==> config.mk <==
export PLATFORM = sky130hd
export DESIGN_NAME = reaction_seq
export DESIGN_NICKNAME = d
export VERILOG_FILES = /design/src/rtl/reaction_seq.sv
export SDC_FILE = /design/constraint.sdc
export NUM_CORES = 1
export LEC_CHECK = 0
export CAP_MARGIN = 0
export CELL_PAD_IN_SITES_DETAIL_PLACEMENT = 1
export CELL_PAD_IN_SITES_GLOBAL_PLACEMENT = 2
export CORE_UTILIZATION = 36
export CTS_CLUSTER_DIAMETER = 120
export DETAILED_ROUTE_END_ITERATION = 6
export GPL_ROUTABILITY_DRIVEN = 1
export GPL_TIMING_DRIVEN = 0
export PLACE_DENSITY = 0.76
export SLEW_MARGIN = 15
export SYNTH_ARGS = -nofsm -noshare
export SYNTH_HDL_FRONTEND = slang
export SYNTH_SLANG_ARGS = --single-unit
==> constraint.sdc <==
create_clock -name clk -period 3.1 [get_ports clk]
set_input_delay 0.62 -clock clk [delete_from_list [all_inputs] [get_ports clk]]
set_output_delay 0.62 -clock clk [all_outputs]
set_load 0.03 [all_outputs]
==> src/rtl/reaction_seq.sv <==
// reaction_seq -- sequencer for a single reaction-time trial.
//
// Holds the LED dim for a pseudo-random foreperiod (MIN_WAIT_MS plus a random
// 0..2^RAND_BITS-1 ms extension), switches it bright, then times the button
// response in ms. A press before the LED goes bright is a false start. No
// press within MAX_MS is a timeout.
//
// Optional feature: define BEST_TIME_EN to add best_ms. best_ms is the
// fastest valid (non-timeout) response since reset.
//
// Ports:
//   clk          system clock
//   rst          asynchronous active-high reset
//   start        single-cycle trial request; ignored while busy
//   btn          debounced button level, asynchronous to clk
//   bright       registered brightness select to the PWM dimmer (1 = bright)
//   busy         high while in WAIT or GO
//   result_ms    last response time in ms (MAX_MS on timeout), held
//   result_valid one-cycle pulse when result_ms is written
//   early        false-start flag, cleared by the next accepted start
//   timeout      no-response flag, cleared by the next accepted start
//   best_ms      (BEST_TIME_EN only) best valid response since reset
module reaction_seq #(
  parameter int TICK_DIV    = 50000,
  parameter int MIN_WAIT_MS = 1000,
  parameter int RAND_BITS   = 11,
  parameter int MAX_MS      = 9999
) (
  input  logic        clk,
  input  logic        rst,
  input  logic        start,
  input  logic        btn,
  output logic        bright,
  output logic        busy,
  output logic [13:0] result_ms,
  output logic        result_valid,
  output logic        early,
`ifdef BEST_TIME_EN
  output logic        timeout,
  output logic [13:0] best_ms
`else
  output logic        timeout
`endif
);

  localparam logic [2:0] S_IDLE  = 3'd0;
  localparam logic [2:0] S_WAIT  = 3'd1;
  localparam logic [2:0] S_GO    = 3'd2;
  localparam logic [2:0] S_DONE  = 3'd3;
  localparam logic [2:0] S_EARLY = 3'd4;

  localparam int          PW       = (TICK_DIV > 1) ? $clog2(TICK_DIV) : 1;
  localparam logic [PW-1:0] PRE_LAST = PW'(TICK_DIV - 1);
  localparam logic [13:0] MIN_W    = 14'(MIN_WAIT_MS);
  localparam logic [13:0] MAX_W    = 14'(MAX_MS);

  logic [2:0]    state;
  logic [15:0]   lfsr;
  logic [PW-1:0] presc;
  logic [13:0]   ms_cnt;
  logic [13:0]   target;

  // Button path: two synchronizer flops, a registered copy for edge detect,
  // and a registered rise pulse. This puts the state change three edges after
  // the first synchronizer flop captures the new level.
  logic btn_s1, btn_s2, btn_q, btn_rise;

  always_ff @(posedge clk or posedge rst) begin
    if (rst) begin
      btn_s1   <= 1'b0;
      btn_s2   <= 1'b0;
      btn_q    <= 1'b0;
      btn_rise <= 1'b0;
    end else begin
      btn_s1   <= btn;
      btn_s2   <= btn_s1;
      btn_q    <= btn_s2;
      btn_rise <= btn_s2 & ~btn_q;
    end
  end

  // Fibonacci LFSR with taps 16,14,13,11. It advances every cycle in every
  // state. As a result, the foreperiod depends on the exact cycle of the start
  // request. The non-zero seed keeps it out of the lock-up state.
  always_ff @(posedge clk or posedge rst) begin
    if (rst) lfsr <= 16'hACE1;
    else     lfsr <= {lfsr[14:0], lfsr[15] ^ lfsr[13] ^ lfsr[12] ^ lfsr[10]};
  end

  logic        tick;
  logic [13:0] ms_nxt;
  logic [13:0] new_target;

  assign tick       = (presc == PRE_LAST);
  assign ms_nxt     = tick ? ms_cnt + 14'd1 : ms_cnt;
  assign new_target = MIN_W + 14'(lfsr[RAND_BITS-1:0]);
  assign busy       = (state == S_WAIT) || (state == S_GO);

  always_ff @(posedge clk or posedge rst) begin
    if (rst) begin
      state        <= S_IDLE;
      bright       <= 1'b0;
      presc        <= '0;
      ms_cnt       <= '0;
      target       <= '0;
      result_ms    <= '0;
      result_valid <= 1'b0;
      early        <= 1'b0;
      timeout      <= 1'b0;
`ifdef BEST_TIME_EN
      best_ms      <= 14'h3FFF;
`endif
    end else begin
      result_valid <= 1'b0;
      case (state)
        S_WAIT: begin
          presc  <= tick ? '0 : presc + 1'b1;
          ms_cnt <= ms_nxt;
          // A press in the same cycle the foreperiod expires is still a
          // false start, so the button is checked first.
          if (btn_rise) begin
            state <= S_EARLY;
            early <= 1'b1;
          end else if (ms_nxt == target) begin
            state  <= S_GO;
            bright <= 1'b1;
            presc  <= '0;   // a full first ms of response time
            ms_cnt <= '0;
          end
        end

        S_GO: begin
          presc  <= tick ? '0 : presc + 1'b1;
          ms_cnt <= ms_nxt;
          // On a press, report the count before any same-cycle increment.
          // A press that ties with the ceiling beats the timeout.
          if (btn_rise) begin
            state        <= S_DONE;
            bright       <= 1'b0;
            result_ms    <= ms_cnt;
            result_valid <= 1'b1;
`ifdef BEST_TIME_EN
            if (ms_cnt < best_ms) best_ms <= ms_cnt;
`endif
          end else if (tick && ms_nxt == MAX_W) begin
            state        <= S_DONE;
            bright       <= 1'b0;
            timeout      <= 1'b1;
            result_ms    <= MAX_W;
            result_valid <= 1'b1;
          end
        end

        default: begin
          // IDLE, DONE and EARLY share the start handling. The timebase is
          // kept parked because it is cleared on entry to WAIT anyway.
          bright <= 1'b0;
          presc  <= '0;
          ms_cnt <= '0;
          if (start) begin
            state   <= S_WAIT;
            target  <= new_target;
            early   <= 1'b0;
            timeout <= 1'b0;
          end
        end
      endcase
    end
  end

endmodule

==> reports/summary.txt <==
Pin count of the biggest net entering global routing = 54
Ys async rst share = 1.00
Maximum VDD drop = 0.494 mV
Gpl congestion = 0.776
Worst Path Arrival = 3500 ps
WP data required = 3300 ps
Via density per instance = 5.48
Post-Synthesis Cells = 389
Initial Util = 0.377
Seq cells post-synth = 83
Synth Flop Type = dfrtp_1
Final Hold Fails = 0
DP Area = 4620 um2
Fin nets = 464
Final Util = 0.502
Inst Count DP = 552
Antenna Violating Nets Remaining = 0
Final Setup Violations = 43
Global route total overflow = 0
Worst slew margin = 0.555
Class of the tightest hold or removal check = reg -> reg
Period utilization = 1.06
Max Cap Viol = 0
Vias in the first global route = 3256
CTS root buffer = clkbuf_16
Post-synth EDFFs = 0
Worst slew pin tran = 667 ps
IO buf count = 22
Wire per inst = 19.0 um
Number of diodes = 0
Top sig layer = met4
Minimum clock period = 3300 ps
CP peak stage delay = 610 ps
Fin cells = 602
Crit-path max FO = 6
Setup CP Type = reg -> reg
Rows = 38
Crit-path slowest cell = or4b_4
Clk Latency, worst-skew pair = 350 ps
Die width = 110 um
Post-synthesis sequential area ratio = 0.500
Buffers from clock root to sink, at most = 2
Met2 wire len = 5360 um
Count of different cell masters after synthesis = 69
CP Capture Type = flip-flop
Num ports = 23
Commonest non-fill, non-tap cell in the layout = dfrtp_1
Fmax = 0.303 GHz
Via count = 3300
Worst R2R Path Depth = 12
First-pass GRT wire length = 17700 um
Dpl hpwl = 7600 um
Critical path launch point type = flip-flop
Post-synth design cell area = 4170 um2
Clock skew = 9.08 ps
Num CTS Buffers = 9
Yosys warning total = 0
Num Clock Sinks = 83
Most frequent cells in the layout = dfrtp_1 (74), nand2_1 (32), nor2_1 (31), buf_4 (31), clkdlybuf4s50_1 (21)
CP most frequent cell = buf_4
Static leakage = 2.44 nW
Drt first pass iters = 4
CTS H-tree lvls = 3
Pwr dens = 552 nW/um2
Status = finished with violations
Violated checks = negative setup slack
R2r setup slk = -200 ps
CORE AREA = 11100 um2
# DRC = 0
Total Power = 0.00307 W
Total Routing Usage GR = 0.201
CTS tree = built
Unrepaired setup endpoints after global routing = yes
Cts hold-fix bufs = 0
Clock Pin Slew Worst Setup and Hold Paths = 60 ps
Critical path cell sequence = or4b_4 > buf_4 > nor4_4 > buf_4 > nand2_1 > a311o_1 > a2111oi_4 > nand4b_1 > o21ai_4 > buf_12 > buf_8 > nor3_1
Routed metal-1 wirelength = 5450 um
Pins over their slew limit = 0
Die height = 110 um
Setup WS post-layout = -200 ps
WHS = 357 ps
Share of cells above drive strength 1 = 0.284
Hold Path Depth = 0
Syn avg cell area = 10.7 um2
Initial DRC count = 88
Syn_nets = 396
DR WL met3 = 326 um
Initial antenna violation count = 0
P&R area growth vs syn = 33.3%
Drt total wl = 11400 um
Die footprint = 12000 um2
Design area = 5560 um2
logic make-up after synthesis:
| group | Yosys count | synth area share |
|---|---|---|
| muxes | 9 | 0.0231 |
| DFF | 83 | 0.500 |
| AOI/OAI and AO/OA | 68 | 0.131 |
| adders and majority gates | 3 | 0.00900 |
| and+or+nand+nor | 153 | 0.199 |
| xor gates and xnor gates | 41 | 0.0897 |
| buffers and inverters | 32 | 0.0477 |
sequential cells by signal (all words and copies together), names as in the netlist, 3 cells and up:
signal     count
lfsr          16
ms_cnt        14
presc         16
result_ms     14
state          3
target        12
what timing repair did:
item	in CTS	in global routing
setup endpoints to repair	47	48
gates resized for setup	33	34
setup buffers	15	20
cloned	2	0
pin swaps	19	23
Yosys cell counts (2+ instances only):
cell,instances,area share
a211oi_1,3,0.0054
a21oi_1,10,0.012
a22o_1,7,0.015
a2bb2oi_2,3,0.011
a311oi_1,2,0.0042
a31oi_1,4,0.0060
a32oi_1,2,0.0042
and2_1,3,0.0045
and3_1,10,0.015
and4_1,2,0.0042
buf_4,6,0.011
buf_6,3,0.0081
clkbuf_1,5,0.0045
clkbuf_8,2,0.0066
dfrtp_1,75,0.45
dfstp_2,8,0.050
ha_1,3,0.0090
inv_1,13,0.012
mux2_2,5,0.013
mux2i_1,4,0.0096
nand2_1,32,0.029
nand2b_1,4,0.0060
nand3_1,9,0.011
nand4_1,11,0.016
nor2_1,37,0.033
nor2b_1,2,0.0030
nor3_1,15,0.018
nor3b_1,2,0.0036
nor4_1,8,0.012
nor4_4,2,0.010
o21ai_0,11,0.013
o21ai_4,2,0.0078
o21ba_2,2,0.0048
o22a_1,6,0.013
o31a_1,2,0.0042
or3_1,3,0.0045
xnor2_1,20,0.042
xor2_1,20,0.042
power by group:
group	internal, W	total (W)	leakage [nW]	switching, W
Sequential	0.00119	0.00127	1.08	0.0000889
Combinational	0.000305	0.000640	1.20	0.000335
Clock	0.000707	0.00116	0.153	0.000448
per-layer routing:
| metal | vias to the layer above | global-route usage |
|---|---|---|
| met5 | - | 0 |
| met4 | 0 | 0.0943 |
| met3 | 20 | 0.0379 |
| met2 | 62 | 0.304 |
| met1 | 1686 | 0.276 |
| li1 | 1532 | - |
final timing paths:
check	startpoint	to
max	presc[12]$_DFF_PP0_	presc[3]$_DFF_PP0_
min	lfsr[14]$_DFF_PP0_	lfsr[15]$_DFF_PP1_
max reg2reg	presc[12]$_DFF_PP0_	presc[3]$_DFF_PP0_
min reg2reg	lfsr[14]$_DFF_PP0_	lfsr[15]$_DFF_PP1_
max in group asynchronous	rst	lfsr[5]$_DFF_PP1_
min in group asynchronous	rst	result_ms[3]$_DFFE_PP0P_
final cells by class:
class | count | area [um2]
Multi-Input combinational cell | 274 | 2190
Tap cell | 140 | 175
Clock inverter | 6 | 90.1
Clock buffer | 10 | 229
Timing Repair Buffer | 59 | 593
Timing Repair inverter | 1 | 3.75
Sequential cell | 83 | 2090
Fill cell | 1187 | 5520
Buffer | 15 | 133
Inverter | 14 | 60.1
critical path: cells and delay by family (launching register included):
kind | cells | cell delay [ps]
buffers and inverters | 4 | 680
AO/OA/AOI/OAI | 3 | 870
flip-flops | 1 | 400
AND/OR/NAND/NOR | 5 | 1190
stage by stage:
stage               setup TNS (ps)  setup slack (ps)
floorplan                        0              29.6
global placement            -94270              -950
detailed placement          -22210              -593
CTS                          -5110              -143
global route                -10150              -300
finish                       -5670              -200
(Power assumes the default switching activity.)
